### src/rtl/branch_resolve_queue.sv
// In-order record of fetched conditional branches between IF and EXE.
// Resolves them against their predictions and drives the predictor update.
module branch_resolve_queue #(
  parameter int DEPTH = 8,
  parameter int PC_W  = 32
) (
  input  logic                     clk,
  input  logic                     rst,
  input  logic                     if_br0_valid,
  input  logic [PC_W-1:0]          if_br0_pc,
  input  logic                     if_br0_pred_taken,
  input  logic                     if_br1_valid,
  input  logic [PC_W-1:0]          if_br1_pc,
  input  logic                     if_br1_pred_taken,
  output logic                     enq_ready,
  input  logic                     exe_resolve_valid,
  input  logic [PC_W-1:0]          exe_resolve_pc,
  input  logic                     exe_resolve_taken,
  input  logic                     pipe_flush,
  output logic                     exe_cond_valid,
  output logic                     exe_cond_miss_prediction,
  output logic                     exe_cond_branch_taken,
  output logic [PC_W-1:0]          exe_cond_branch_addr,
  output logic                     order_error,
  output logic [$clog2(DEPTH):0]   occupancy
);

  localparam int AW = $clog2(DEPTH);
  localparam int CW = AW + 1;

  logic [PC_W-1:0] r_pc [DEPTH];
  logic            r_pt [DEPTH];
  logic [AW-1:0]   r_head;
  logic [AW-1:0]   r_tail;
  logic [CW-1:0]   r_count;
  logic            r_err;
  logic            r_cv;
  logic            r_miss;
  logic            r_tk;
  logic [PC_W-1:0] r_addr;

  logic            w_empty;
  logic            w_pop;
  logic            w_miss;
  logic            w_recover;
  logic            w_pc_bad;
  logic            w_push0;
  logic            w_push1;
  logic [1:0]      w_npush;
  logic [AW-1:0]   w_slot1;
  logic            w_wr_en;

  assign enq_ready = (CW'(DEPTH) - r_count) >= CW'(2);

  assign w_empty   = (r_count == '0);
  assign w_pop     = exe_resolve_valid & ~w_empty;
  assign w_miss    = exe_resolve_taken ^ r_pt[r_head];
  assign w_recover = w_pop & w_miss;
  assign w_pc_bad  = w_pop & (exe_resolve_pc != r_pc[r_head]);
  assign w_push0   = if_br0_valid & enq_ready;
  assign w_push1   = if_br1_valid & enq_ready;
  assign w_npush   = {1'b0, w_push0} + {1'b0, w_push1};
  assign w_slot1   = r_tail + AW'(w_push0);
  // Wrong-path and flushed pushes must never land in storage.
  assign w_wr_en   = rst & ~pipe_flush & ~w_recover;

  always_ff @(posedge clk) begin
    if (w_wr_en) begin
      if (w_push0) begin
        r_pc[r_tail] <= if_br0_pc;
        r_pt[r_tail] <= if_br0_pred_taken;
      end
      if (w_push1) begin
        r_pc[w_slot1] <= if_br1_pc;
        r_pt[w_slot1] <= if_br1_pred_taken;
      end
    end
  end

  always_ff @(posedge clk) begin
    if (!rst) begin
      r_head  <= '0;
      r_tail  <= '0;
      r_count <= '0;
      r_err   <= 1'b0;
      r_cv    <= 1'b0;
      r_miss  <= 1'b0;
      r_tk    <= 1'b0;
      r_addr  <= '0;
    end else begin
      r_cv   <= 1'b0;
      r_miss <= 1'b0;
      r_tk   <= 1'b0;
      r_addr <= '0;
      if (pipe_flush) begin
        r_count <= '0;
        r_tail  <= r_head;
      end else begin
        if ((exe_resolve_valid & w_empty) | w_pc_bad)
          r_err <= 1'b1;
        if (w_pop) begin
          r_cv   <= 1'b1;
          r_miss <= w_miss;
          r_tk   <= exe_resolve_taken;
          r_addr <= exe_resolve_pc;
        end
        if (w_recover) begin
          r_head  <= r_head + AW'(1);
          r_tail  <= r_head + AW'(1);
          r_count <= '0;
        end else begin
          r_head  <= r_head + AW'(w_pop);
          r_tail  <= r_tail + AW'(w_npush);
          r_count <= r_count - CW'(w_pop) + CW'(w_npush);
        end
      end
    end
  end

  assign exe_cond_valid           = r_cv;
  assign exe_cond_miss_prediction = r_miss;
  assign exe_cond_branch_taken    = r_tk;
  assign exe_cond_branch_addr     = r_addr;
  assign order_error              = r_err;
  assign occupancy                = r_count;

endmodule

### config.mk
export PLATFORM = sky130hd
export DESIGN_NAME = branch_resolve_queue
export DESIGN_NICKNAME = d
export VERILOG_FILES = /design/src/rtl/branch_resolve_queue.sv
export SDC_FILE = /design/constraint.sdc
export NUM_CORES = 1
export LEC_CHECK = 0
export BUFFER_PORTS_ARGS = -buffer_cell sky130_fd_sc_hd__buf_2
export CORE_UTILIZATION = 45
export CTS_CLUSTER_DIAMETER = 30
export CTS_CLUSTER_SIZE = 12
export DETAILED_ROUTE_END_ITERATION = 10
export GPL_TIMING_DRIVEN = 0
export PLACE_DENSITY = 0.74
export SLEW_MARGIN = 5
export SYNTH_ARGS = -nofsm -noshare
export SYNTH_HDL_FRONTEND = slang
export SYNTH_SLANG_ARGS = --single-unit
### constraint.sdc
create_clock -name clk -period 4.4 [get_ports clk]
set_input_delay 0.88 -clock clk [delete_from_list [all_inputs] [get_ports clk]]
set_output_delay 0.88 -clock clk [all_outputs]
set_load 0.05 [all_outputs]
-- Word level (Yosys, flattened, before mapping)
Memories as Yosys holds them, arrays and structs flattened. A register that Yosys moved wholly into a read port is not among the register bits.
Cells that the tools add are included.
W data, S select, Z words.
- order comparisons: 1
- bitwise operators: 15
- equal/unequal tests: 1
- $add $sub $neg: 8
- multiplexer cells: 14
- reduce and logical (&&, ||, !) cells: 5
- operator list (operator ; count):
    $ne A32 B32 Y1 ; 1
    $mux W3 ; 7
    $and A1 B1 Y1 ; 8
    $mux W1 ; 7
    $add A3 B1 Y3 ; 2
    $reduce_or A3 Y1 ; 2
    $not A1 Y1 ; 5
    $add A4 B2 Y4 ; 1
    $ge A4 B2 Y1 const B ; 1
    $logic_not A4 Y1 ; 1
    $sub A4 B1 Y4 ; 1
    $sub A4 B4 Y4 const A ; 1
    $add A3 B1 Y3 const B ; 1
    $add A3 B2 Y3 ; 1
    $add A1 B1 Y2 ; 1
    $reduce_and A2 Y1 ; 1
    $reduce_or A2 Y1 ; 1
    $or A1 B1 Y1 ; 1
    $xor A1 B1 Y1 ; 1
- memory bits (writable): 264
- memories kept: 2
- bits in registers: 46
- input port bits: 105
- output and inout port bits: 41
- memories (memory ; words ; width ; read ports ; clocked after memory_dff ; write ports ; RTL line ; RTL):
    r_pc ; 8 ; 32 ; 1 ; 1 ; 2 ; 31 ; logic [PC_W-1:0] r_pc [DEPTH];
    r_pt ; 8 ; 1 ; 1 ; 1 ; 2 ; 32 ; logic r_pt [DEPTH];

-- Depth between registers and ports, before layout
- word-level depth: 8
- gate-level depth with buffers: 16
- mapped depth without buffers: 16

-- Worst setup path after synthesis
No wires, ideal clock.
- kind: register to register
- start point: reg r_count[0] (netlist: occupancy[0])
- end point: mem r_pc[5][0], enable pin
- slack: -0.726 ns
- arrival: 4.456 ns
- cell stages (with the launch flop): 14
- library setup time: 0.670 ns
- path buffers: 1
- cells stage by stage: dfxtp_1 -> inv_1 -> ha_1 -> nor3_1 -> a31oi_1 -> or3_1 -> and2_1 -> ha_1 -> ha_1 -> xnor2_1 -> nor2_1 -> nand4_1 -> clkbuf_1 -> o21ai_0
- RTL lines (what ; RTL line ; RTL):
    start: declaration ; 35 ; logic [CW-1:0] r_count;
    start signal: assignment ; 114 ; r_count <= r_count - CW'(w_pop) + CW'(w_npush);
    end: declaration ; 31 ;

==> results.toml <==
[grt]
grt_util_all_layers_pct = 24.6
first_global_vias = 9966
grt_remaining_overflow = 0
first_pass_grt_wire_length_mm = 63.0
grt_antenna_before_repair = 10
grt_start_max_net_pins = 34

[pwr]
power.net_switching_mw = 2.99
p_sw_share_pct = 27.0
ir_drop_mv = 0.313
cellPowerDensity_nw_per_um2 = 559
power_frac_seq_pct = 32.2
p_total_mw = 11.0
clockPowerShare_pct = 49.2
share_comb_of_total_power_pct = 18.5
leakagePower_nw = 7.13
int_pwr_mw = 8.06

[critical_path]
critical_path.endpoint_type = "flip-flop"
rr_startpoint = "occupancy[0]"
worst-r2r-cell-count = 13
cp.buffers_inverters = 3
critPathTopFamily = "simple AND/OR/NAND/NOR gates"
setup_crit_start_kind = "flip-flop"
critical_path.slowest_cell = "sky130_fd_sc_hd__buf_1"
rr_endpoint = "r_pc[6][26]"
critical_path.max_fanout = 14
critPathMaxStageDelay_ps = 480
cp_data_arrival_time_ps = 4510
timing.critical_path.mode_cell = "sky130_fd_sc_hd__ha_1"
cp_data_required_time_ps = 4640
crit_type = "flip-flop to flip-flop"
r2r_setup_slack_ps = 140
chain_of_cells_forming_the_critical_path = "inv_1, ha_1, nor3_1, a31oi_1, or3_1, and2_1, ha_1, ha_1, xor2_1, nand4_1, buf_1, o21ai_4, buf_16"

[sta]
rsz0062_at_grt = "true"
drv_slew = 0
hold_viol = 0
timing.clock.skew_ps = 25.8
max-slew-margin-rel_pct = 29.0
max_slew.worst_pin.slew_ps = 1060
setup_viol_count_final = 0
shortest_period_the_worst_path_allows_ps = 4260
max_freq_ghz = 0.235
period_share_pct = 96.9
setup_total_negative_slack_ps = 0

[die]
dieArea_um2 = 35000
die_extent_in_x_um = 187
initial_core_util_pct = 45.8
placementRows = 67
core_area_um2 = 33600
i_o_pin_cnt = 146
dieHeight_um = 187

[worst_hold_path]
timing.hold.worst_path_depth = 2
hold_start = "r_head[2]"
type_of_the_worst_min_delay_path = "flip-flop to flip-flop"
min_delay_worst_endpoint = "r_tail[2]"

[placed_design]
cells_after_dpl = 1547
finalWeightedCongestion = 0.806
place_area_um2 = 17000
io_buffer_count = 143
dpl.hpwl_mm = 27.1

[drt]
wirelength_mm = 43.6
wire_per_inst_um = 25.6
route.layer.met1.wl_mm = 17.4
highest_layer = "met5"
met3RoutedLength_mm = 3.62
first_pass_iters = 5
routed-via-count = 9751
postRouteAntennaNets = 0
wl_met2_mm = 21.3
routed_via_density = 5.73
drc = 0
initialDrtViolationCount = 827

[clocking]
tritoncts = "yes"
cts_sinks = 313
total_number_of_h_tree_levels = 3
clkSlewWorstSetupHoldPaths_ps = 40
number_of_buffers_on_the_longest_clock_path = 3
root_buffer = "sky130_fd_sc_hd__clkbuf_16"
cts-buffers-inserted = 71
clk_latency_ps = 560

[layout]
n_fill_cell = 2469
area_delta_synth_final_pct = 28.3
post_route_cells_drive_above_1_share_pct = 50.9
final_core_util_pct = 58.7
post_route_standard_cell_area_excluding_fillers_um2 = 19700
sequential_cell_area_um2 = 8910
nets = 1315
multiInputGateArea_um2 = 6320
post_layout_nonfiller_instances = 1703

[flow_run]
cap_violations = 0

[yosys]
yosysUniqueCellTypes = 48
synth.cell_area_um2 = 15400
async_flop_share_pct = 0
synthFlopType = "sky130_fd_sc_hd__edfxtp_1"
library_cell_with_the_largest_summed_area_after_synthesis = "sky130_fd_sc_hd__edfxtp_1"
number_of_synthesized_flops_with_an_enable_pin = 264
mappedNetlistNets = 1068
synth.top_cell.area_share_pct = 51.5
synth_warnings = 0
synth_sequential_area_ratio_pct = 57.9
synth.top_cells.by_area = "sky130_fd_sc_hd__edfxtp_1 51%, sky130_fd_sc_hd__mux2_2 17%, sky130_fd_sc_hd__mux4_2 8.8%, sky130_fd_sc_hd__dfxtp_1 6.4%, sky130_fd_sc_hd__mux2i_1 2.4%"
postSynthCellCount = 945
synthMostInstantiatedCell = "sky130_fd_sc_hd__edfxtp_1"
synth_seq_cells = 313
synth.avg_cell_area_um2 = 16.3
yosys-top-cells-count = "264 x sky130_fd_sc_hd__edfxtp_1, 235 x sky130_fd_sc_hd__mux2_2, 60 x sky130_fd_sc_hd__mux4_2, 49 x sky130_fd_sc_hd__dfxtp_1, 37 x sky130_fd_sc_hd__mux2i_1"

[run_status]
status = "finished, final reports clean"
==> logic make-up (layout without fill, tap and decap cells) <==
logic type	count (synthesis)	in the layout	share of synthesized area (%)
compound gates	32	33	1.34
xor+xnor	39	39	2.22
fa+ha+maj	18	18	1.56
buf+inv	65	365	1.89
flops	313	313	57.9
mux	361	361	30.7
other cells	0	9	0
simple gates	117	117	4.38
==> per-layer routing <==
layer  GRT usage [%]  vias to the layer above
li1                -                     4262
met1            30.8                     4913
met2            40.6                      472
met3            6.12                      100
met4            10.8                        4
met5               0                        -
==> through the flow <==
stage,setup slack [ps],hold slack [ps]
after global placement,-1450,483
after global routing,-65.5,520
after CTS,117,491
final,136,490
after detailed placement,-471,487
after floorplan,43.4,460
==> final cells by class <==
| class | count | share of cell area [%] |
|---|---|---|
| Sequential cell | 313 | 45.1 |
| Multi-Input combinational cell | 568 | 32.0 |
| Clock buffer | 82 | 9.47 |
| Timing Repair Buffer | 173 | 5.83 |
| Clock inverter | 45 | 3.05 |
| Tap cell | 448 | 2.84 |
| Buffer | 52 | 1.33 |
| Inverter | 13 | 0.247 |
| Antenna cell | 9 | 0.114 |
==> repair_timing <==
item / in CTS / in global routing
resized for setup: 6 / 13
pin swaps: 2 / 5
setup buffers: 2 / 17
hold buffers: 0 / 0
setup endpoints to repair: 113 / 126
cloned: 0 / 1
==> state kept, by name, indices dropped and copies added (netlist names), named ones only <==
register                  flops
r_pc                        256
exe_cond_miss_prediction      1
r_pt                          8
exe_cond_branch_addr         32
r_tail                        3
exe_cond_valid                1
order_error                   1
exe_cond_branch_taken         1
occupancy                     4
r_head                        3
==> how the worst max path moves through the flow <==
stage,from,to,slack [ps],cells past startpoint
after CTS,occupancy[0],r_pc[0][24],120,13
final,occupancy[0],r_pc[6][26],140,13
after global placement,flip-flop,r_pc[4][16],-1450,7
after global routing,occupancy[0],r_pc[6][22],-70,13
after detailed placement,occupancy[0],r_pc[0][20],-470,13
after floorplan,occupancy[0],r_pc[4][0],40,12
==> power groups by stage <==
stage               logic, mW  registers, mW  clock network, mW
CTS                      1.98           3.56               5.47
global placement         1.88           3.61                  0
finish                   2.05           3.56               5.43
detailed placement       1.94           3.61                  0
floorplan                1.19           3.73                  0
global route             2.18           3.57               5.62
==> cell usage in the layout (no fill, tap or decap), drive strengths merged, types with 7 or more instances in the layout <==
| cell type | netlist | routed |
|---|---|---|
| and2 | 36 | 36 |
| buf | 29 | 197 |
| bufinv | 0 | 12 |
| clkbuf | 23 | 109 |
| clkinv | 0 | 19 |
| clkinvlp | 0 | 8 |
| dfxtp | 49 | 49 |
| diode | 0 | 9 |
| edfxtp | 264 | 264 |
| ha | 16 | 16 |
| inv | 13 | 19 |
| mux2 | 264 | 264 |
| mux2i | 37 | 37 |
| mux4 | 60 | 60 |
| nand2 | 24 | 24 |
| nand2b | 7 | 7 |
| nand3 | 8 | 8 |
| nor2 | 13 | 13 |
| nor4 | 7 | 7 |
| o21ai | 8 | 8 |
| xnor2 | 24 | 24 |
| xor2 | 15 | 15 |
==> worst min-delay path: stages (launching register included) <==
cell and delay, ps:
sky130_fd_sc_hd__dfxtp_1 310, sky130_fd_sc_hd__nand2_1 70, sky130_fd_sc_hd__o22ai_1 60
No activity file was read; power rests on OpenSTA's default activity.
